===== src/rtl/uart_pkg.sv =====
// Shared definitions for the UART transmit queue: FSM state encoding,
// default queue depth and the byte width.
package uart_pkg;

    localparam int TXQ_DEPTH_DEFAULT = 16;
    localparam int BYTE_W            = 8;

    typedef enum logic [1:0] {
        IDLE      = 2'd0,
        ISSUE     = 2'd1,
        WAIT_BUSY = 2'd2,
        WAIT_DONE = 2'd3
    } txq_state_t;

endpackage


===== src/rtl/uart_txq_fifo.sv =====
// Synchronous byte FIFO used as the storage for uart_tx_queue.
// A push while full is ignored; fullness is judged before any same-cycle pop.
// A pop while empty is ignored. Pointers wrap modulo DEPTH (power of two).
module uart_txq_fifo
    import uart_pkg::*;
#(
    parameter  int DEPTH = TXQ_DEPTH_DEFAULT,
    localparam int AW    = $clog2(DEPTH)
) (
    input  logic              clk,
    input  logic              rstn,
    input  logic              i_push,
    input  logic [BYTE_W-1:0] i_data,
    input  logic              i_pop,
    output logic [BYTE_W-1:0] o_data,
    output logic              o_full,
    output logic              o_empty,
    output logic [AW:0]       o_level
);

    localparam logic [AW:0]   CNT_FULL = (AW+1)'(DEPTH);
    localparam logic [AW:0]   CNT_ONE  = (AW+1)'(1);
    localparam logic [AW:0]   CNT_ZERO = (AW+1)'(0);
    localparam logic [AW-1:0] PTR_ONE  = AW'(1);
    localparam logic [AW-1:0] PTR_ZERO = AW'(0);

    logic [BYTE_W-1:0] r_mem [DEPTH];
    logic [AW-1:0]     r_wr_ptr;
    logic [AW-1:0]     r_rd_ptr;
    logic [AW:0]       r_count;
    logic              w_push;
    logic              w_pop;
    logic              w_full;
    logic              w_empty;

    assign w_full  = (r_count == CNT_FULL);
    assign w_empty = (r_count == CNT_ZERO);
    assign w_push  = i_push && !w_full;
    assign w_pop   = i_pop && !w_empty;

    assign o_full  = w_full;
    assign o_empty = w_empty;
    assign o_level = r_count;
    assign o_data  = r_mem[r_rd_ptr];

    // Storage array: written on accepted pushes only, contents need no reset.
    always_ff @(posedge clk) begin
        if (w_push) begin
            r_mem[r_wr_ptr] <= i_data;
        end
    end

    // Pointer and occupancy bookkeeping; simultaneous push/pop leaves count unchanged.
    always_ff @(posedge clk or negedge rstn) begin
        if (!rstn) begin
            r_wr_ptr <= PTR_ZERO;
            r_rd_ptr <= PTR_ZERO;
            r_count  <= CNT_ZERO;
        end else begin
            if (w_push) begin
                r_wr_ptr <= r_wr_ptr + PTR_ONE;
            end
            if (w_pop) begin
                r_rd_ptr <= r_rd_ptr + PTR_ONE;
            end
            case ({w_push, w_pop})
                2'b10:   r_count <= r_count + CNT_ONE;
                2'b01:   r_count <= r_count - CNT_ONE;
                default: r_count <= r_count;
            endcase
        end
    end

endmodule


===== src/rtl/uart_tx_queue.sv =====
// Byte queue and issue sequencer in front of uart_tx.
// Bytes written by the core are buffered; each is handed to the transmitter
// with a one-cycle start pulse, then the frame is waited out by watching
// tx_ready fall and rise again.
// Optional build macro UART_TXQ_OVF_EN adds a sticky overflow flag (ovf)
// with its clear input (ovf_clr); without it, writes while full are
// dropped silently.
module uart_tx_queue
    import uart_pkg::*;
#(
    parameter  int DEPTH = TXQ_DEPTH_DEFAULT,
    localparam int AW    = $clog2(DEPTH)
) (
    input  logic              clk,
    input  logic              rstn,
    input  logic              wr_en,
    input  logic [BYTE_W-1:0] wr_data,
    output logic              full,
    output logic              empty,
    output logic [AW:0]       level,
    output logic              busy,
    output logic              tx_start,
    output logic [BYTE_W-1:0] tx_data,
    input  logic              tx_ready
`ifdef UART_TXQ_OVF_EN
    ,
    output logic              ovf,
    input  logic              ovf_clr
`endif
);

    txq_state_t        r_state;
    logic              r_tx_start;
    logic [BYTE_W-1:0] r_tx_data;
    logic              w_pop;
    logic              w_full;
    logic              w_empty;
    logic [BYTE_W-1:0] w_head;
    logic [AW:0]       w_level;

    // Pop only from IDLE, with data available and the transmitter idle.
    assign w_pop = (r_state == IDLE) && !w_empty && tx_ready;

    uart_txq_fifo #(
        .DEPTH (DEPTH)
    ) u_fifo (
        .clk     (clk),
        .rstn    (rstn),
        .i_push  (wr_en),
        .i_data  (wr_data),
        .i_pop   (w_pop),
        .o_data  (w_head),
        .o_full  (w_full),
        .o_empty (w_empty),
        .o_level (w_level)
    );

    assign full     = w_full;
    assign empty    = w_empty;
    assign level    = w_level;
    assign busy     = (r_state != IDLE) || !w_empty;
    assign tx_start = r_tx_start;
    assign tx_data  = r_tx_data;

    // Issue sequencer: pulse start with the head byte, then wait for ready to
    // fall (transmitter has registered start) and rise (frame finished).
    always_ff @(posedge clk or negedge rstn) begin
        if (!rstn) begin
            r_state    <= IDLE;
            r_tx_start <= 1'b0;
            r_tx_data  <= {BYTE_W{1'b0}};
        end else begin
            case (r_state)
                IDLE: begin
                    if (w_pop) begin
                        r_tx_data  <= w_head;
                        r_tx_start <= 1'b1;
                        r_state    <= ISSUE;
                    end else begin
                        r_tx_start <= 1'b0;
                    end
                end
                ISSUE: begin
                    r_tx_start <= 1'b0;
                    r_state    <= WAIT_BUSY;
                end
                WAIT_BUSY: begin
                    r_tx_start <= 1'b0;
                    if (!tx_ready) begin
                        r_state <= WAIT_DONE;
                    end
                end
                WAIT_DONE: begin
                    r_tx_start <= 1'b0;
                    if (tx_ready) begin
                        r_state <= IDLE;
                    end
                end
                default: begin
                    r_tx_start <= 1'b0;
                    r_state    <= IDLE;
                end
            endcase
        end
    end

`ifdef UART_TXQ_OVF_EN
    logic r_ovf;

    assign ovf = r_ovf;

    // Sticky overflow flag: any write while full sets it; set beats clear.
    always_ff @(posedge clk or negedge rstn) begin
        if (!rstn) begin
            r_ovf <= 1'b0;
        end else if (wr_en && w_full) begin
            r_ovf <= 1'b1;
        end else if (ovf_clr) begin
            r_ovf <= 1'b0;
        end else begin
            r_ovf <= r_ovf;
        end
    end
`endif

endmodule


===== config.mk =====
export PLATFORM = sky130hd
export DESIGN_NAME = uart_tx_queue
export DESIGN_NICKNAME = d
export VERILOG_FILES = /design/src/rtl/uart_pkg.sv /design/src/rtl/uart_txq_fifo.sv /design/src/rtl/uart_tx_queue.sv
export SDC_FILE = /design/constraint.sdc
export NUM_CORES = 1
export LEC_CHECK = 0
export CAP_MARGIN = 5
export CORE_MARGIN = 2
export CORE_UTILIZATION = 60
export DETAILED_ROUTE_END_ITERATION = 6
export GPL_TIMING_DRIVEN = 1
export PLACE_DENSITY = 0.79
export SETUP_SLACK_MARGIN = 0.05
export SYNTH_ARGS = -nofsm -noshare
export SYNTH_HDL_FRONTEND = slang
export SYNTH_HIERARCHICAL = 1
export SYNTH_SLANG_ARGS = --single-unit

===== constraint.sdc =====
create_clock -name clk -period 5.4 [get_ports clk]
set_clock_uncertainty 0.15 [all_clocks]
set_input_delay 0.54 -clock clk [delete_from_list [all_inputs] [get_ports clk]]
set_output_delay 0.54 -clock clk [all_outputs]
set_load 0.03 [all_outputs]

==> results.cfg, run 1 <==
[run_status]
status = finished clean

[setup_path]
crit_path_cell_trace = nor4_2 -> and2b_1 -> nor2_4 -> nor2b_1 -> ha_1 -> inv_1 -> fa_1 -> nor2b_1 -> o21ai_0 -> nand3_1 -> or3b_1 -> xnor2_1
reg2regPathDepth = 12
cp-end-kind = register
critical-path-slowest-cell = dfrtp_1
crit_path_frequent_cell = nor2b_1
r2r-start = u_fifo/o_level[0]
worstSetupPathType = register to register
worstSetupStartpointType = register
required_ps = 5650
crit_path_max_fanout = 9
cp_slowest_stage_delay_ps = 450
r2r-end = u_fifo/o_level[4]
r2r_slack_ps = 1910
cp_data_arrival_time_ps = 3740
crit_path_start = u_fifo/o_level[0]

[timing]
setup_tns_ps = 0
fin_crit_sh = 0.646
period_needed_ps = 3490
rsz0062_at_grt = no
setup-violations-final = 0
worst_pin_slew_ps = 1290
max_freq_mhz = 287
slew_viol_final = 0
hold_viol = 0
slew_headroom = 0.132

[layout]
fillCellCount = 619
area_growth_pct = 14.9
drive_gt1_frac = 0.180
seqCellArea_um2 = 4450
antenna_cells = 0
multi_input_area_um2 = 1660
fin_area_um2 = 7210
fin_nets = 424

[place]
hpwl_um = 7680
port_buffers = 28
placed_cell_area_um2 = 6610
routabilityCongestion = 0.840

[drt]
viasPerCell = 6.00
num_vias = 3284
ant_nets = 0
drc = 0
drtIter0Drc = 296
routedWlPerCell_um = 22.7
first_pass_iters = 5
wl_um = 12400

[yosys]
synthFlopType = edfxtp_1
yosysWarningCount = 6
synthCells = 367
ys_seq_area_frac = 0.709
syn-num-nets = 393
ys_async_sr_fraction = 0.158
avgSynthCellArea_um2 = 17.1
synth_enable_flop_cells = 128
yosysTopAreaCellShare = 0.613
synth-seq-cells = 152
ys_top_cells_by_area = edfxtp_1 61%, dfrtp_1 9.6%, mux4_2 5.7%
synth_area_um2 = 6270
yosysUniqueCellTypes = 35
yosysTopAreaCell = edfxtp_1

[clock_network]
cts.reportedPaths.clkPinSlew_ps = 70
ctsHtreeMaxLevel = 4
root_buffer = clkbuf_8
clockBufferDepth = 2
clk_latency_ps = 520
cts_resized = 0
tritoncts = yes
post_cts_buffers = 0
cts_hold_buf = 0
cts_buffers = 17
cts.sink_count = 152

[floorplan]
dieArea_um2 = 11300
io-pin-count = 29
row_count = 37
start_util = 0.613
core_area_um2 = 10200
die_y_um = 106
die_w_um = 106

[global_route]
grt.total_usage = 0.240
grt_remaining_overflow = 0
antenna_found_initial = 0
grt_max_degree = 34
grt_pass1_vias = 3468
grt_pass1_wl_um = 19400

[min_path]
worst_hold_startpoint = tx_data[4]
worst_hold_path.endpoint = tx_data[4]
min_path_type = register to register
hold_depth = 1

[power]
p_leak_nw = 2.55
peakVddDrop_mv = 0.298
total_power_w = 0.00410
power_density_nw_per_um2 = 569

[job]
cap_violations = 0
==> synthesized netlist by cell type, types with 3 or more instances <==
master	number
xor2_1	3
edfxtp_1	128
mux2i_1	26
ha_1	13
nor2b_1	3
mux2_2	17
dfrtp_1	24
mux4_2	16
xnor2_1	7
a21oi_1	11
nor3_1	5
a221oi_1	8
buf_6	5
o21ai_0	20
buf_2	6
inv_1	10
clkbuf_1	5
nand2_1	19
nor2_1	14
a22oi_1	8
==> worst max-delay path, delay by kind of cell (launching register included) <==
family | cells | cell delay [ps]
DFF | 1 | 450
AOI/OAI and AO/OA | 1 | 120
and+or+nand+nor | 7 | 1670
xor gates and xnor gates | 1 | 130
adders and majority gates | 2 | 750
buffers and inverters | 1 | 110
==> how the worst max path moves through the flow <==
stage,depth (start not counted),slack (ps),endpoint
floorplan,12,2010,u_fifo/o_level[4]
global placement,12,1730,u_fifo/o_level[4]
detailed placement,12,1630,u_fifo/o_level[4]
CTS,13,1910,u_fifo/o_level[4]
global route,13,1630,u_fifo/o_level[4]
finish,12,1910,u_fifo/o_level[4]
==> through the flow <==
step                hold slack (ps)  std cells  setup WS, ps  utilization
detailed placement              352        515          1630        0.646
floorplan                      94.4        367          2010            -
global placement                353        515          1730        0.646
finish                          364        547          1910        0.704
global route                    390        547          1630        0.704
CTS                             369        547          1910        0.704
==> kinds of logic after synthesis <==
group           count (synthesis)  share of synthesized area
mux                            60                      0.132
compound gates                 49                     0.0481
flops                         152                      0.709
simple gates                   54                     0.0417
xor+xnor                       10                     0.0140
buf+inv                        28                     0.0265
fa+ha+maj                      14                     0.0291
==> flip-flops by register name, indices dropped and copies added (netlist names) <==
signal / count
r_state: 2
u_fifo/o_level: 5
tx_start: 1
tx_data: 8
u_fifo/r_wr_ptr: 4
u_fifo/r_rd_ptr: 4
u_fifo/r_mem: 128
==> routing by layer <==
layer	wire length, µm	track usage	vias to the layer above
met5	0	0	-
met4	247	0.0789	0
met3	666	0.0589	19
met2	6430	0.396	113
met1	5070	0.318	1685
li1	-	-	1467
==> power by group <==
part           total (W)  internal (W)  switching [W]
clock            0.00118      0.000680       0.000501
sequential       0.00169       0.00147       0.000224
combinational    0.00123      0.000554       0.000674
total            0.00410       0.00270        0.00140
==> cell type report <==
type | instances | area share
multi-input cells | 187 | 0.230
clock inverters | 15 | 0.0254
repair buffers | 30 | 0.0410
inverters | 10 | 0.00521
flip-flops and latches | 152 | 0.617
well taps | 136 | 0.0236
clock buffers | 17 | 0.0575
==> cells in the final DEF (no fill, tap or decap), types with 2 or more instances in the layout <==
cell type,count
nand2_1,19
ha_1,13
nor3_1,5
clkbuf_16,16
nor2b_1,3
nand2_2,2
mux2_2,17
and2_1,2
a21oi_1,11
xnor2_1,7
nand3_1,2
bufinv_16,2
inv_6,6
buf_4,2
clkinv_4,2
dfrtp_1,23
edfxtp_1,128
xor2_1,3
mux4_2,16
o21ai_0,20
inv_8,4
mux2i_1,26
a221oi_1,8
a22oi_1,8
nand2b_1,2
inv_1,10
clkdlybuf4s50_1,28
nor2_1,14
Power figures use the tool's default switching activity.
==> run 2, diff against run 1 <==
--- a/config.mk
+++ b/config.mk
@@ -7,10 +7,10 @@
 export LEC_CHECK = 0
 export CAP_MARGIN = 5
 export CORE_MARGIN = 2
-export CORE_UTILIZATION = 60
+export CORE_UTILIZATION = 54
 export DETAILED_ROUTE_END_ITERATION = 6
 export GPL_TIMING_DRIVEN = 1
-export PLACE_DENSITY = 0.79
+export PLACE_DENSITY = 0.75
 export SETUP_SLACK_MARGIN = 0.05
 export SYNTH_ARGS = -nofsm -noshare
 export SYNTH_HDL_FRONTEND = slang
==> constraint.sdc (replaced) <==
create_clock -name clk -period 2.9 [get_ports clk]
set_clock_uncertainty 0.15 [all_clocks]
set_input_delay 0.29 -clock clk [delete_from_list [all_inputs] [get_ports clk]]
set_output_delay 0.29 -clock clk [all_outputs]
set_load 0.03 [all_outputs]
==> run 2 against run 1 <==
Critical path depth unchanged. Largest power group unchanged. Cell area up 4.4%. Sequential share of layout area down 2.5 points. Die area up 11%. Largest cell class unchanged. Highest routed layer unchanged.
==> results.cfg, run 2 (synthesized netlist as in run 1, its figures left out) <==
[run_status]
status = finished clean

[power]
power_density_nw_per_um2 = 1040
intPower_w = 0.00529
sequentialPowerShare = 0.388
switching_share = 0.324
peakVddDrop_mv = 0.654
p_leak_nw = 2.69
netSwitchingPower_w = 0.00254
p_clk_frac = 0.278
p_comb_frac = 0.334

[drt]
wl_um = 12600
drtIter0Drc = 224
first_pass_iters = 4
drc = 0
routedWlPerCell_um = 21.6
viasPerCell = 5.81
ant_nets = 0
num_vias = 3393

[floorplan]
core_area_um2 = 11400
row_count = 39
start_util = 0.552
die_y_um = 112
die_w_um = 112
io-pin-count = 29
dieArea_um2 = 12500

[setup_path]
worstSetupPathType = register to register
critical-path-slowest-cell = dfrtp_2
crit_path_start = u_fifo/o_level[1]
crit_path_frequent_cell = inv_2
r2r-start = u_fifo/o_level[1]
crit_path_cell_trace = nor4_4 -> nand2_1 -> and2_4 -> inv_2 -> ha_4 -> inv_2 -> fa_2 -> nor2b_2 -> o21ai_2 -> nand3_1 -> or3b_4 -> xnor2_1
required_ps = 3050
cp_slowest_stage_delay_ps = 420
cp_data_arrival_time_ps = 2920
worstSetupStartpointType = register
cp-end-kind = register
crit_path_max_fanout = 4

[min_path]
min_path_type = input port to async pin

[place]
hpwl_um = 8340
routabilityCongestion = 0.825
placed_cell_area_um2 = 6870
port_buffers = 28

[job]
cap_violations = 0

[timing]
max_freq_mhz = 362
setup-violations-final = 0
slew_viol_final = 0
worst_pin_slew_ps = 657
hold_viol = 0
rsz0062_at_grt = no
slew_headroom = 0.560
period_needed_ps = 2760
fin_crit_sh = 0.953

[layout]
drive_gt1_frac = 0.272
final_common_cell = edfxtp_1
largest_reg_flops = 128
final_cell_mix = 128 x edfxtp_1, 31 x buf_4, 28 x clkdlybuf4s50_1, 26 x mux2i_1
fin_area_um2 = 7520
fillCellCount = 747
utilization = 0.661
area_growth_pct = 19.9
antenna_cells = 0
fin_nets = 454
top_register = u_fifo/r_mem

[global_route]
grt_max_degree = 31
grt_remaining_overflow = 0
grt_pass1_vias = 3396
antenna_found_initial = 0
grt_pass1_wl_um = 19600
grt.total_usage = 0.216

[clock_network]
cts.sink_count = 152
cts_buffers = 17
root_buffer = clkbuf_16
clockBufferDepth = 2
tritoncts = yes
clk_latency_ps = 420
cts.reportedPaths.clkPinSlew_ps = 60
ctsHtreeMaxLevel = 4
run 2: cell types whose count changed in the layout (fill, tap and decap cells not counted), sizes merged:
cell / previous run / this run
inv: 20 / 12
clkbuf: 17 / 19
clkinvlp: 1 / 3
bufinv: 2 / 3
clkinv: 2 / 5
buf: 2 / 32
run 2: power by group through the flow:
stage,combinational (W),clock (W),sequential [W]
global placement,0.00246,0,0.00305
detailed placement,0.00253,0,0.00307
floorplan,0.00168,0,0.00310
CTS,0.00256,0.00220,0.00304
finish,0.00261,0.00218,0.00304
global route,0.00281,0.00231,0.00308
run 2: area by class of cell:
type                    count  area (µm²)  share of cell area
well taps                 143         179              0.0238
multi-input cells         187        1730               0.230
flip-flops and latches    152        4450               0.592
repair buffers             60         533              0.0709
clock buffers              19         433              0.0576
clock inverters            13         153              0.0203
inverters                  10        37.5             0.00499
run 2: what timing repair did:
| action | 4_1_cts | 5_1_grt |
|---|---|---|
| pin swaps | 0 | 4 |
| gates resized for setup | 4 | 9 |
| hold buffers | 0 | 0 |
| buffers inserted | 1 | 2 |
| setup endpoints to repair | 1 | 1 |
run 2: routing by layer:
layer / wire (µm) / part of all wire / GRT usage / vias to the layer above
li1: - / - / - / 1533
met1: 5030 / 0.40 / 0.280 / 1728
met2: 6660 / 0.53 / 0.360 / 112
met3: 658 / 0.052 / 0.0517 / 20
met4: 252 / 0.020 / 0.0798 / 0
met5: 0 / 0 / 0 / -
run 2: metrics by stage:
step	setup TNS [ps]	instances	power, W	hold WS (ps)	worst slack [ps]
floorplan	-88.4	367	0.00478	-156	-88.4
global placement	0	549	0.00551	325	23.5
detailed placement	-22.5	549	0.00560	334	-22.5
CTS	0	582	0.00781	77.2	74.0
global route	0	584	0.00819	109	55.3
finish	0	584	0.00783	75.1	135
run 2: path summary, 6_finish.rpt:
path,to,slack [ps],depth (start not counted)
min in group clk,tx_start,340,3
hold reg to reg,u_fifo/o_level[4],340,1
hold / removal,tx_start,80,2
setup reg to reg,u_fifo/o_level[4],140,12
max in group asynchronous,u_fifo/o_level[4],2260,2
setup / recovery,u_fifo/o_level[4],140,12
run 2: worst max-delay path: cells and delay by family, from the launching register on:
family / cells / cell delay, ps
AOI/OAI and AO/OA: 1 / 90
xor gates and xnor gates: 1 / 130
adders and majority gates: 2 / 520
buffers and inverters: 2 / 120
DFF: 1 / 420
and+or+nand+nor: 6 / 1220
